`src/rtl/fifo_ptr_ctrl_pkg.sv`:
```
// Shared FIFO pointer helpers: pointer width, depth and binary-to-Gray conversion.
// Also used by the planned dual-clock variant.
package fifo_ptr_ctrl_pkg;

  localparam int unsigned FIFO_ADDRWIDTH_DEF = 32'd3;
  localparam int unsigned FIFO_DEPTH_DEF     = 32'd1 << FIFO_ADDRWIDTH_DEF;

  function automatic int unsigned fifo_ptr_width(input int unsigned aw);
    return aw + 32'd1;
  endfunction

  function automatic int unsigned fifo_depth(input int unsigned aw);
    return 32'd1 << aw;
  endfunction

  // Callers size-cast the result down to their pointer width.
  function automatic logic [31:0] fifo_bin2gray_f(input logic [31:0] bin);
    return bin ^ (bin >> 1);
  endfunction

endpackage

```
`src/rtl/fifo_ptr_ctrl_if.sv`:
```
// User/RAM-side signal bundle of the FIFO pointer controller.
// FIFO_ERR_FLAGS_EN adds the overflow/underflow error pulses.
interface fifo_ptr_ctrl_if #(
  parameter int unsigned ADDRWIDTH = 3
);
  logic                 we;
  logic                 re;
  logic                 ram_we;
  logic                 ram_re;
  logic [ADDRWIDTH-1:0] waddr;
  logic [ADDRWIDTH-1:0] raddr;
  logic                 full;
  logic                 empty;
  logic                 afull;
  logic                 aempty;
  logic [ADDRWIDTH:0]   level;
  logic                 dvld;
  logic [ADDRWIDTH:0]   wptr_gray;
  logic [ADDRWIDTH:0]   rptr_gray;
`ifdef FIFO_ERR_FLAGS_EN
  logic                 overflow;
  logic                 underflow;
`endif

  modport master (
    output we, re,
    input  ram_we, ram_re, waddr, raddr, full, empty, afull, aempty,
    input  level, dvld, wptr_gray, rptr_gray
`ifdef FIFO_ERR_FLAGS_EN
    , input overflow, underflow
`endif
  );

  modport slave (
    input  we, re,
    output ram_we, ram_re, waddr, raddr, full, empty, afull, aempty,
    output level, dvld, wptr_gray, rptr_gray
`ifdef FIFO_ERR_FLAGS_EN
    , output overflow, underflow
`endif
  );

endinterface

```
`src/rtl/fifo_bin2gray.sv`:
```
// Combinational binary-to-Gray converter for an (ADDRWIDTH+1)-bit FIFO pointer.
module fifo_bin2gray
  import fifo_ptr_ctrl_pkg::*;
#(
  parameter int unsigned ADDRWIDTH = 3
) (
  input  logic [ADDRWIDTH:0] bin,
  output logic [ADDRWIDTH:0] gray
);
  localparam int unsigned PW = ADDRWIDTH + 32'd1;

  assign gray = PW'(fifo_bin2gray_f(32'(bin)));

endmodule

```
`src/rtl/fifo_ptr_ctrl.sv`:
```
// Single-clock FIFO pointer/flag controller driving a synchronous dual-port RAM.
// Optional FIFO_ERR_FLAGS_EN adds registered overflow/underflow pulses.
module fifo_ptr_ctrl
  import fifo_ptr_ctrl_pkg::*;
#(
  parameter int unsigned ADDRWIDTH     = 3,
  parameter int unsigned AFULL_THRESH  = 6,
  parameter int unsigned AEMPTY_THRESH = 2
) (
  input  logic           clk,
  input  logic           reset,
  fifo_ptr_ctrl_if.slave bus
);
  localparam int unsigned   PW       = fifo_ptr_width(ADDRWIDTH);
  localparam logic [PW-1:0] DEPTH_L  = PW'(fifo_depth(ADDRWIDTH));
  localparam logic [PW-1:0] ONE_L    = PW'(1);
  localparam logic [PW-1:0] ZERO_L   = PW'(0);
  localparam logic [PW-1:0] AFULL_L  = PW'(AFULL_THRESH);
  localparam logic [PW-1:0] AEMPTY_L = PW'(AEMPTY_THRESH);

  logic [PW-1:0] wptr_r, rptr_r, level_r;
  logic [PW-1:0] wptr_nxt_s, rptr_nxt_s, level_nxt_s;
  logic [PW-1:0] wgray_r, rgray_r, wgray_nxt_s, rgray_nxt_s;
  logic          full_r, empty_r, afull_r, aempty_r, dvld_r;
  logic          wr_acc_s, rd_acc_s;

  // Blocking uses the registered flags, so a full FIFO refuses writes even with a concurrent read.
  assign wr_acc_s   = bus.we & ~full_r;
  assign rd_acc_s   = bus.re & ~empty_r;

  assign bus.ram_we    = wr_acc_s;
  assign bus.ram_re    = rd_acc_s;
  assign bus.waddr     = wptr_r[ADDRWIDTH-1:0];
  assign bus.raddr     = rptr_r[ADDRWIDTH-1:0];
  assign bus.full      = full_r;
  assign bus.empty     = empty_r;
  assign bus.afull     = afull_r;
  assign bus.aempty    = aempty_r;
  assign bus.level     = level_r;
  assign bus.dvld      = dvld_r;
  assign bus.wptr_gray = wgray_r;
  assign bus.rptr_gray = rgray_r;

  // Next-state pointers and explicit occupancy counter.
  always_comb begin
    wptr_nxt_s  = wptr_r;
    rptr_nxt_s  = rptr_r;
    level_nxt_s = level_r;
    if (wr_acc_s) begin
      wptr_nxt_s = wptr_r + ONE_L;
    end else begin
      wptr_nxt_s = wptr_r;
    end
    if (rd_acc_s) begin
      rptr_nxt_s = rptr_r + ONE_L;
    end else begin
      rptr_nxt_s = rptr_r;
    end
    case ({wr_acc_s, rd_acc_s})
      2'b10:   level_nxt_s = level_r + ONE_L;
      2'b01:   level_nxt_s = level_r - ONE_L;
      default: level_nxt_s = level_r;
    endcase
  end

  fifo_bin2gray #(.ADDRWIDTH(ADDRWIDTH)) u_wgray (.bin(wptr_nxt_s), .gray(wgray_nxt_s));
  fifo_bin2gray #(.ADDRWIDTH(ADDRWIDTH)) u_rgray (.bin(rptr_nxt_s), .gray(rgray_nxt_s));

  // Pointer, Gray, level, flag and read-valid registers.
  always_ff @(posedge clk) begin
    if (reset) begin
      wptr_r   <= ZERO_L;
      rptr_r   <= ZERO_L;
      wgray_r  <= ZERO_L;
      rgray_r  <= ZERO_L;
      level_r  <= ZERO_L;
      full_r   <= 1'b0;
      empty_r  <= 1'b1;
      afull_r  <= 1'b0;
      aempty_r <= 1'b1;
      dvld_r   <= 1'b0;
    end else begin
      wptr_r   <= wptr_nxt_s;
      rptr_r   <= rptr_nxt_s;
      wgray_r  <= wgray_nxt_s;
      rgray_r  <= rgray_nxt_s;
      level_r  <= level_nxt_s;
      full_r   <= (level_nxt_s == DEPTH_L);
      empty_r  <= (level_nxt_s == ZERO_L);
      afull_r  <= (level_nxt_s >= AFULL_L);
      aempty_r <= (level_nxt_s <= AEMPTY_L);
      dvld_r   <= rd_acc_s;
    end
  end

`ifdef FIFO_ERR_FLAGS_EN
  logic overflow_r, underflow_r;

  assign bus.overflow  = overflow_r;
  assign bus.underflow = underflow_r;

  // One-cycle pulses for requests refused by the current flag state.
  always_ff @(posedge clk) begin
    if (reset) begin
      overflow_r  <= 1'b0;
      underflow_r <= 1'b0;
    end else begin
      overflow_r  <= bus.we & full_r;
      underflow_r <= bus.re & empty_r;
    end
  end
`endif

endmodule

```
`src/flat_wrapper.sv`:
```
// flat-port wrapper written by rule: the top's interface ports become plain ports
module fifo_ptr_ctrl_flat import fifo_ptr_ctrl_pkg::*;
#(
  parameter int unsigned ADDRWIDTH     = 3,
  parameter int unsigned AFULL_THRESH  = 6,
  parameter int unsigned AEMPTY_THRESH = 2
)
  (clk, reset, bus_we, bus_re, bus_ram_we, bus_ram_re, bus_waddr, bus_raddr, bus_full, bus_empty, bus_afull, bus_aempty, bus_level, bus_dvld, bus_wptr_gray, bus_rptr_gray);
  fifo_ptr_ctrl_if #(.ADDRWIDTH(ADDRWIDTH)) bus_i ();
  input  logic clk;
  input  logic reset;
  input wire logic [$bits(bus_i.we)-1:0] bus_we;
  input wire logic [$bits(bus_i.re)-1:0] bus_re;
  output wire logic [$bits(bus_i.ram_we)-1:0] bus_ram_we;
  output wire logic [$bits(bus_i.ram_re)-1:0] bus_ram_re;
  output wire logic [$bits(bus_i.waddr)-1:0] bus_waddr;
  output wire logic [$bits(bus_i.raddr)-1:0] bus_raddr;
  output wire logic [$bits(bus_i.full)-1:0] bus_full;
  output wire logic [$bits(bus_i.empty)-1:0] bus_empty;
  output wire logic [$bits(bus_i.afull)-1:0] bus_afull;
  output wire logic [$bits(bus_i.aempty)-1:0] bus_aempty;
  output wire logic [$bits(bus_i.level)-1:0] bus_level;
  output wire logic [$bits(bus_i.dvld)-1:0] bus_dvld;
  output wire logic [$bits(bus_i.wptr_gray)-1:0] bus_wptr_gray;
  output wire logic [$bits(bus_i.rptr_gray)-1:0] bus_rptr_gray;
  assign bus_i.we = bus_we;
  assign bus_i.re = bus_re;
  assign bus_ram_we = bus_i.ram_we;
  assign bus_ram_re = bus_i.ram_re;
  assign bus_waddr = bus_i.waddr;
  assign bus_raddr = bus_i.raddr;
  assign bus_full = bus_i.full;
  assign bus_empty = bus_i.empty;
  assign bus_afull = bus_i.afull;
  assign bus_aempty = bus_i.aempty;
  assign bus_level = bus_i.level;
  assign bus_dvld = bus_i.dvld;
  assign bus_wptr_gray = bus_i.wptr_gray;
  assign bus_rptr_gray = bus_i.rptr_gray;
  fifo_ptr_ctrl #(.ADDRWIDTH(ADDRWIDTH), .AFULL_THRESH(AFULL_THRESH), .AEMPTY_THRESH(AEMPTY_THRESH)) u_core (.clk(clk), .reset(reset), .bus(bus_i));
endmodule
```
`config.mk`:
```
export PLATFORM = sky130hd
export DESIGN_NAME = fifo_ptr_ctrl_flat
export DESIGN_NICKNAME = d
export VERILOG_FILES = /design/src/rtl/fifo_ptr_ctrl_pkg.sv /design/src/rtl/fifo_ptr_ctrl_if.sv /design/src/rtl/fifo_bin2gray.sv /design/src/rtl/fifo_ptr_ctrl.sv /design/src/flat_wrapper.sv
export SDC_FILE = /design/constraint.sdc
export NUM_CORES = 1
export LEC_CHECK = 0
export BUFFER_PORTS_ARGS = -buffer_cell sky130_fd_sc_hd__buf_2
export CAP_MARGIN = 5
export CORE_MARGIN = 2
export CORE_UTILIZATION = 54
export CTS_BUF_LIST = sky130_fd_sc_hd__clkbuf_4
export DETAILED_ROUTE_END_ITERATION = 7
export PLACE_DENSITY = 0.8
export SLEW_MARGIN = 10
export SYNTH_ARGS = -nofsm -noshare
export SYNTH_HDL_FRONTEND = slang
export SYNTH_SLANG_ARGS = --single-unit
```
`constraint.sdc`:
```
create_clock -name clk -period 2.2 [get_ports clk]
set_input_delay 0.44 -clock clk [delete_from_list [all_inputs] [get_ports clk]]
set_output_delay 0.44 -clock clk [all_outputs]
set_load 0.1 [all_outputs]
```
; After elaboration in Yosys (flattened, before gate mapping)
; Cells that the tools add are included.
[classes]
eq_ne = 3
order_cmp = 2
mul = 0
div_mod_pow = 0
add_sub_neg = 4
n_reduce_logical = 1
bitwise = 6
muxes = 3
n_shift = 0
[ops]
columns = operator, n
row1 = "adder 4 x 1 -> 4 bit, second input constant", 3
row2 = two-way mux 4 bit, 2
row3 = one-hot mux 4 bit (2 select lines), 1
row4 = XOR 4 x 3 -> 4 bit, 2
row5 = "== test 4 bit, second input constant", 1
row6 = ">= comparator 4 x 3 -> 1 bit, second input constant", 1
row7 = "less-or-equal comparator 4 x 2 -> 1 bit, second input constant", 1
row8 = zero test 4 bit, 1
row9 = "subtractor 4 x 1 -> 4 bit, second input constant", 1
row10 = bitwise AND 1 bit, 2
row11 = "== test 2 x 1 -> 1 bit, second input constant", 1
row12 = "== test 2 bit, second input constant", 1
row13 = NOT 1 bit, 2
[word_totals]
mem_bits_ro = 0
mem_count = 0
input_bits = 4
reg_bits = 25
ramBits = 0
elab_cells = 29
latch_bits = 0
output_inout_bits = 25

; Logic depth before layout (Yosys ltp)
[logic_depth]
depth_word = 5
mapped_depth = 11
depth_no_buf = 10

; Hierarchy
; Synthesis repeated with hierarchy kept, for this count alone.
[unflattened]
hier_cells = 125
area_unflattened_um2 = 1226.2
[by_module_without_submodules]
columns = mod, area_per_inst_um2, instances, seq_area_each_um2, cells_per_inst
row1 = fifo_ptr_ctrl, 1158.6, 1, 500.5, 117
row2 = fifo_bin2gray, 33.8, 2, 0.0, 4

; Worst setup path after synthesis
; No wires, ideal clock.
[synth_path]
path_type = register to register
start = register u_core.empty_r (netlist: u_core.bus.empty)
end = register u_core.aempty_r (netlist: u_core.bus.aempty)
path_slack_ps = -597
t_required_ps = 2127
path_stages_with_launch = 12
setup_time_ps = 73
synth_period_minus_slack_ps = 2797
arrival_time_ps = 2724
path_buffers = 1
cell_sequence = dfxtp_1 -> nand2b_4 -> buf_6 -> inv_6 -> nand2_1 -> xnor2_1 -> ha_1 -> a21oi_2 -> a21boi_4 -> nor3_2 -> mux2_4 -> nor3_2
[synth_between]
elab_chain_cells = 5
elab_cells_between_ends = 6
classes_between = 1 x order compare / 2 x eq/ne / 1 x mux / 2 x bitwise
[synth_lines]
columns = element, line
row1 = start: declaration, fifo_ptr_ctrl.sv:24  ; logic full_r, empty_r, afull_r, aempty_r, dvld_r;
row2 = start signal: assignment, fifo_ptr_ctrl.sv:89  ; empty_r <= (level_nxt_s == ZERO_L);
row3 = NOT 1 bit (*), fifo_ptr_ctrl.sv:29  ; assign rd_acc_s = bus.re & ~empty_r;
row4 = bitwise AND 1 bit (*), fifo_ptr_ctrl.sv:29
row5 = net bus_ram_re, flat_wrapper.sv:15  ; output wire logic [$bits(bus_i.ram_re)-1:0] bus_ram_re;
row6 = == test 2 x 1 -> 1 bit / == test 2 bit (equally long branches), fifo_ptr_ctrl.sv:59  ; case ({wr_acc_s, rd_acc_s})
row7 = one-hot mux 4 bit (2 select lines) (*), fifo_ptr_ctrl.sv:59
row8 = less-or-equal comparator 4 x 2 -> 1 bit (*), fifo_ptr_ctrl.sv:91  ; aempty_r <= (level_nxt_s <= AEMPTY_L);
row9 = end signal: assignment, fifo_ptr_ctrl.sv:91
row10 = end: declaration, fifo_ptr_ctrl.sv:24
; The timed path passes the listed nets; every way through them passes the cells marked *.
; A chain may end at the register's enable or synchronous reset.

; Worst setup path in the final report
[layout_path]
start = register u_core.full_r (netlist: u_core.bus.full)
end = output port bus_ram_we
[layout_between]
elab_chain_cells = 2
[layout_lines]
columns = element, line
row1 = start: declaration, fifo_ptr_ctrl.sv:24
row2 = start signal: assignment, fifo_ptr_ctrl.sv:88  ; full_r <= (level_nxt_s == DEPTH_L);
row3 = NOT 1 bit, fifo_ptr_ctrl.sv:28  ; assign wr_acc_s = bus.we & ~full_r;
row4 = bitwise AND 1 bit, fifo_ptr_ctrl.sv:28
row5 = end: declaration, flat_wrapper.sv:14  ; output wire logic [$bits(bus_i.ram_we)-1:0] bus_ram_we;
; Every way passes these cells.

==> results_dict.tcl <==
set metrics [dict create \
    status "finished, final reports clean" \
    drtAntennaViolNets 0 \
    port_buffers 28 \
    drc 0 \
    dp_hpwl_um 1600 \
    cpPeakStageDelay_ns 0.45 \
    wl_per_cell_um 11.8 \
    syn2layout_area_growth_pct 17.4 \
    setup_viol 0 \
    slowest_stage "buf_2" \
    cts-buffers-inserted 3 \
    initial_core_util_pct 55.6 \
    grt_pass1_vias 811 \
    clock_sinks 23 \
    timing.setup.tns_ns 0 \
    clockRootBuffer "clkbuf_4" \
    dieHeight_um 51.3 \
    synthArstFlopShare_pct 0 \
    clkTransAtPathRegs_ns 0.12 \
    finalWirelength_um 2170 \
    combPwrFrac_pct 59.8 \
    wl_met1_um 1050 \
    rows 17 \
    min_from "bus_re" \
    startpoint "u_core.bus.full" \
    core_mm2 0.00217 \
    stdcell_area_mm2 0.00142 \
    yosys.area.top_type "dfxtp_1" \
    synthFlopType "dfxtp_1" \
    syn_nets 136 \
    cp-start-kind "register" \
    routabilityCongestion 0.827 \
    cp.arrival_ns 1.60 \
    synth_top_cell_area_share_pct 38.2 \
    max_slew_margin_pct 67.7 \
    hold_violations 0 \
    placed_area_mm2 0.00138 \
    wl_met3_um 65 \
    clk_latency_ns 0.31 \
    worstPathMaxFanout 9 \
    fin_skew_ns 0.00215 \
    nNetsFinal 164 \
    dr.pass1.iters 4 \
    cts.path.max_buffers 2 \
    leakage_nw 0.628 \
    synth_cell_types 36 \
    dieArea_mm2 0.00263 \
    num_io_pins 29 \
    vdd_drop_max_mv 0.869 \
    r2r_setup_slack_ns 0.21 \
    num_vias 956 \
    ys_seq_elements 23 \
    finalMaxSlewViolations 0 \
    synth_area_mm2 0.00121 \
    synth_area_per_cell_um2 9.42 \
    whs_ns 0.471 \
    p_clk_share_pct 9.6 \
    synthCells 128 \
    cts_max_level 1 \
    ys_seq_area_share_pct 38.2 \
    power_density_mw_per_mm2 1390 \
    cts_tree "yes" \
    diodes 0 \
    overflow 0 \
    drv_cap 0 \
    end_kind "output port" \
    n_fill_cell 187 \
    seq_power_share_pct 30.6 \
    synth_area_leaders "dfxtp_1 38%, xnor2_1 7.3%, nor2_1 5.9%" \
    path_cells "nand2b_4, buf_4, inv_2, buf_2" \
    top_layer "met4" \
    antenna_found_initial 0 \
    grt_first_pass_wirelength_um 3570 \
    die_w_um 51.3 \
    sw_frac_of_total_pct 56.3 \
    drive_above_1_share_pct 37.4 \
    crit_required_ns 1.76 \
    tightest_slew_ns 0.488 \
    viasPerCell 5.22 \
    yosys_warnings 0 \
    switching_power_w 0.00111 \
    hp-class "input port to register" \
    path_class "register to output port" \
    timing.rr.start "u_core.bus.empty" \
    min_period_ns 2.04 \
    rsz0062_at_grt "false" \
    fin_crit_sh_pct 92.8 \
    wl_met2_um 1010 \
    max_freq_ghz 0.490 \
    synth_edf_count 0 \
    drt_iter0_drc 10 \
    internal_power_w 0.000862 \
    grt_max_degree 25 \
    grt.total_usage_pct 18.2 \
]
critical path, delay by kind of cell, from the launching register on:
family / cells / cell delay (ns)
buffers and inverters: 3 / 0.77
and+or+nand+nor: 1 / 0.16
DFF: 1 / 0.36
cells in the mapped netlist (2+ instances only):
library cell,instances
o21ai_0,4
buf_6,3
inv_2,2
a21oi_2,2
xor2_1,7
nor3_1,2
ha_1,4
nor4b_1,3
nand3_1,2
a21oi_1,9
buf_2,2
dfxtp_1,23
o21a_1,4
clkbuf_1,2
nand2b_4,2
nor2_1,19
xnor2_1,10
nor3_2,2
nand2_1,7
nor2b_1,3
cells by family (layout without fill, tap and decap cells):
kind of cell | after synthesis | count (layout) | synth area share (%)
buffers and inverters | 11 | 38 | 5.91
multiplexers | 3 | 3 | 3.22
flip-flops | 23 | 23 | 38.2
AND/OR/NAND/NOR | 46 | 46 | 22.5
adder cells (fa/ha/maj) | 4 | 4 | 4.15
XOR/XNOR | 17 | 17 | 12.3
AO/OA/AOI/OAI | 24 | 24 | 13.7
sequential cells by signal (all words and copies together) (netlist names):
| signal | cells |
|---|---|
| u_core.bus.rptr_gray | 4 |
| u_core.bus.empty | 1 |
| u_core.bus.afull | 1 |
| u_core.bus.wptr_gray | 4 |
| u_core.rptr_r | 3 |
| u_core.bus.level | 4 |
| u_core.wptr_r | 3 |
| u_core.bus.dvld | 1 |
| u_core.bus.full | 1 |
| u_core.bus.aempty | 1 |
metrics by stage:
| stage | cells | utilization, % | total power, W | worst slack (ns) |
|---|---|---|---|---|
| floorplan | 128 | - | 0.00166 | 0.00377 |
| global placement | 179 | 63.7 | 0.00177 | 0.0933 |
| detailed placement | 179 | 63.7 | 0.00179 | 0.0457 |
| CTS | 183 | 65.0 | 0.00198 | 0.155 |
| global route | 183 | 65.3 | 0.00207 | 0.0823 |
| finish | 183 | 65.3 | 0.00197 | 0.158 |
layer usage:
metal / up-vias / global-route usage (%)
met5: - / 0
met4: 0 / 7.89
met3: 4 / 2.63
met2: 19 / 30.1
met1: 445 / 23.5
li1: 488 / -
final cells by class:
cell class                 instances  area, um^2  share of cell area [%]
tap                               28        35.0                    2.47
clock inverter                     1        5.00                   0.353
inverter                           4        31.3                    2.21
multi-input combinational         94         696                    49.1
sequential                        23         472                    33.3
clock buffer                       3        22.5                    1.59
timing repair buffer              30         155                    11.0
power groups by stage:
stage	sequential [W]	combinational, W	clock [W]
final	0.000603	0.00118	0.000190
after global routing	0.000617	0.00123	0.000216
after floorplan	0.00114	0.000526	0
after detailed placement	0.000608	0.00118	0
after global placement	0.000602	0.00117	0
after CTS	0.000600	0.00118	0.000197
layout by cell type (no fill, tap or decap), drive strengths merged, types with 3 or more instances in the layout:
cell type and instances:
o21a 4, a21oi 11, nand2 7, nor4b 4, ha 4, o21ai 4, nor3 5, xnor2 10
nor2 19, inv 4, clkbuf 3, buf 30, nor2b 3, xor2 7, dfxtp 23
path summary, 6_finish.rpt:
kind | cells after the start | endpoint
setup / recovery | 4 | bus_ram_we
hold reg to reg | 2 | u_core.bus.wptr_gray[3]
hold / removal | 3 | u_core.bus.dvld
setup reg to reg | 9 | u_core.bus.aempty
repair_timing:
action,CTS,global route
setup endpoints to repair,0,1
hold buffers,0,0
gates resized for setup,0,1
setup buffers,0,0
No activity file was read; power rests on OpenSTA's default activity.
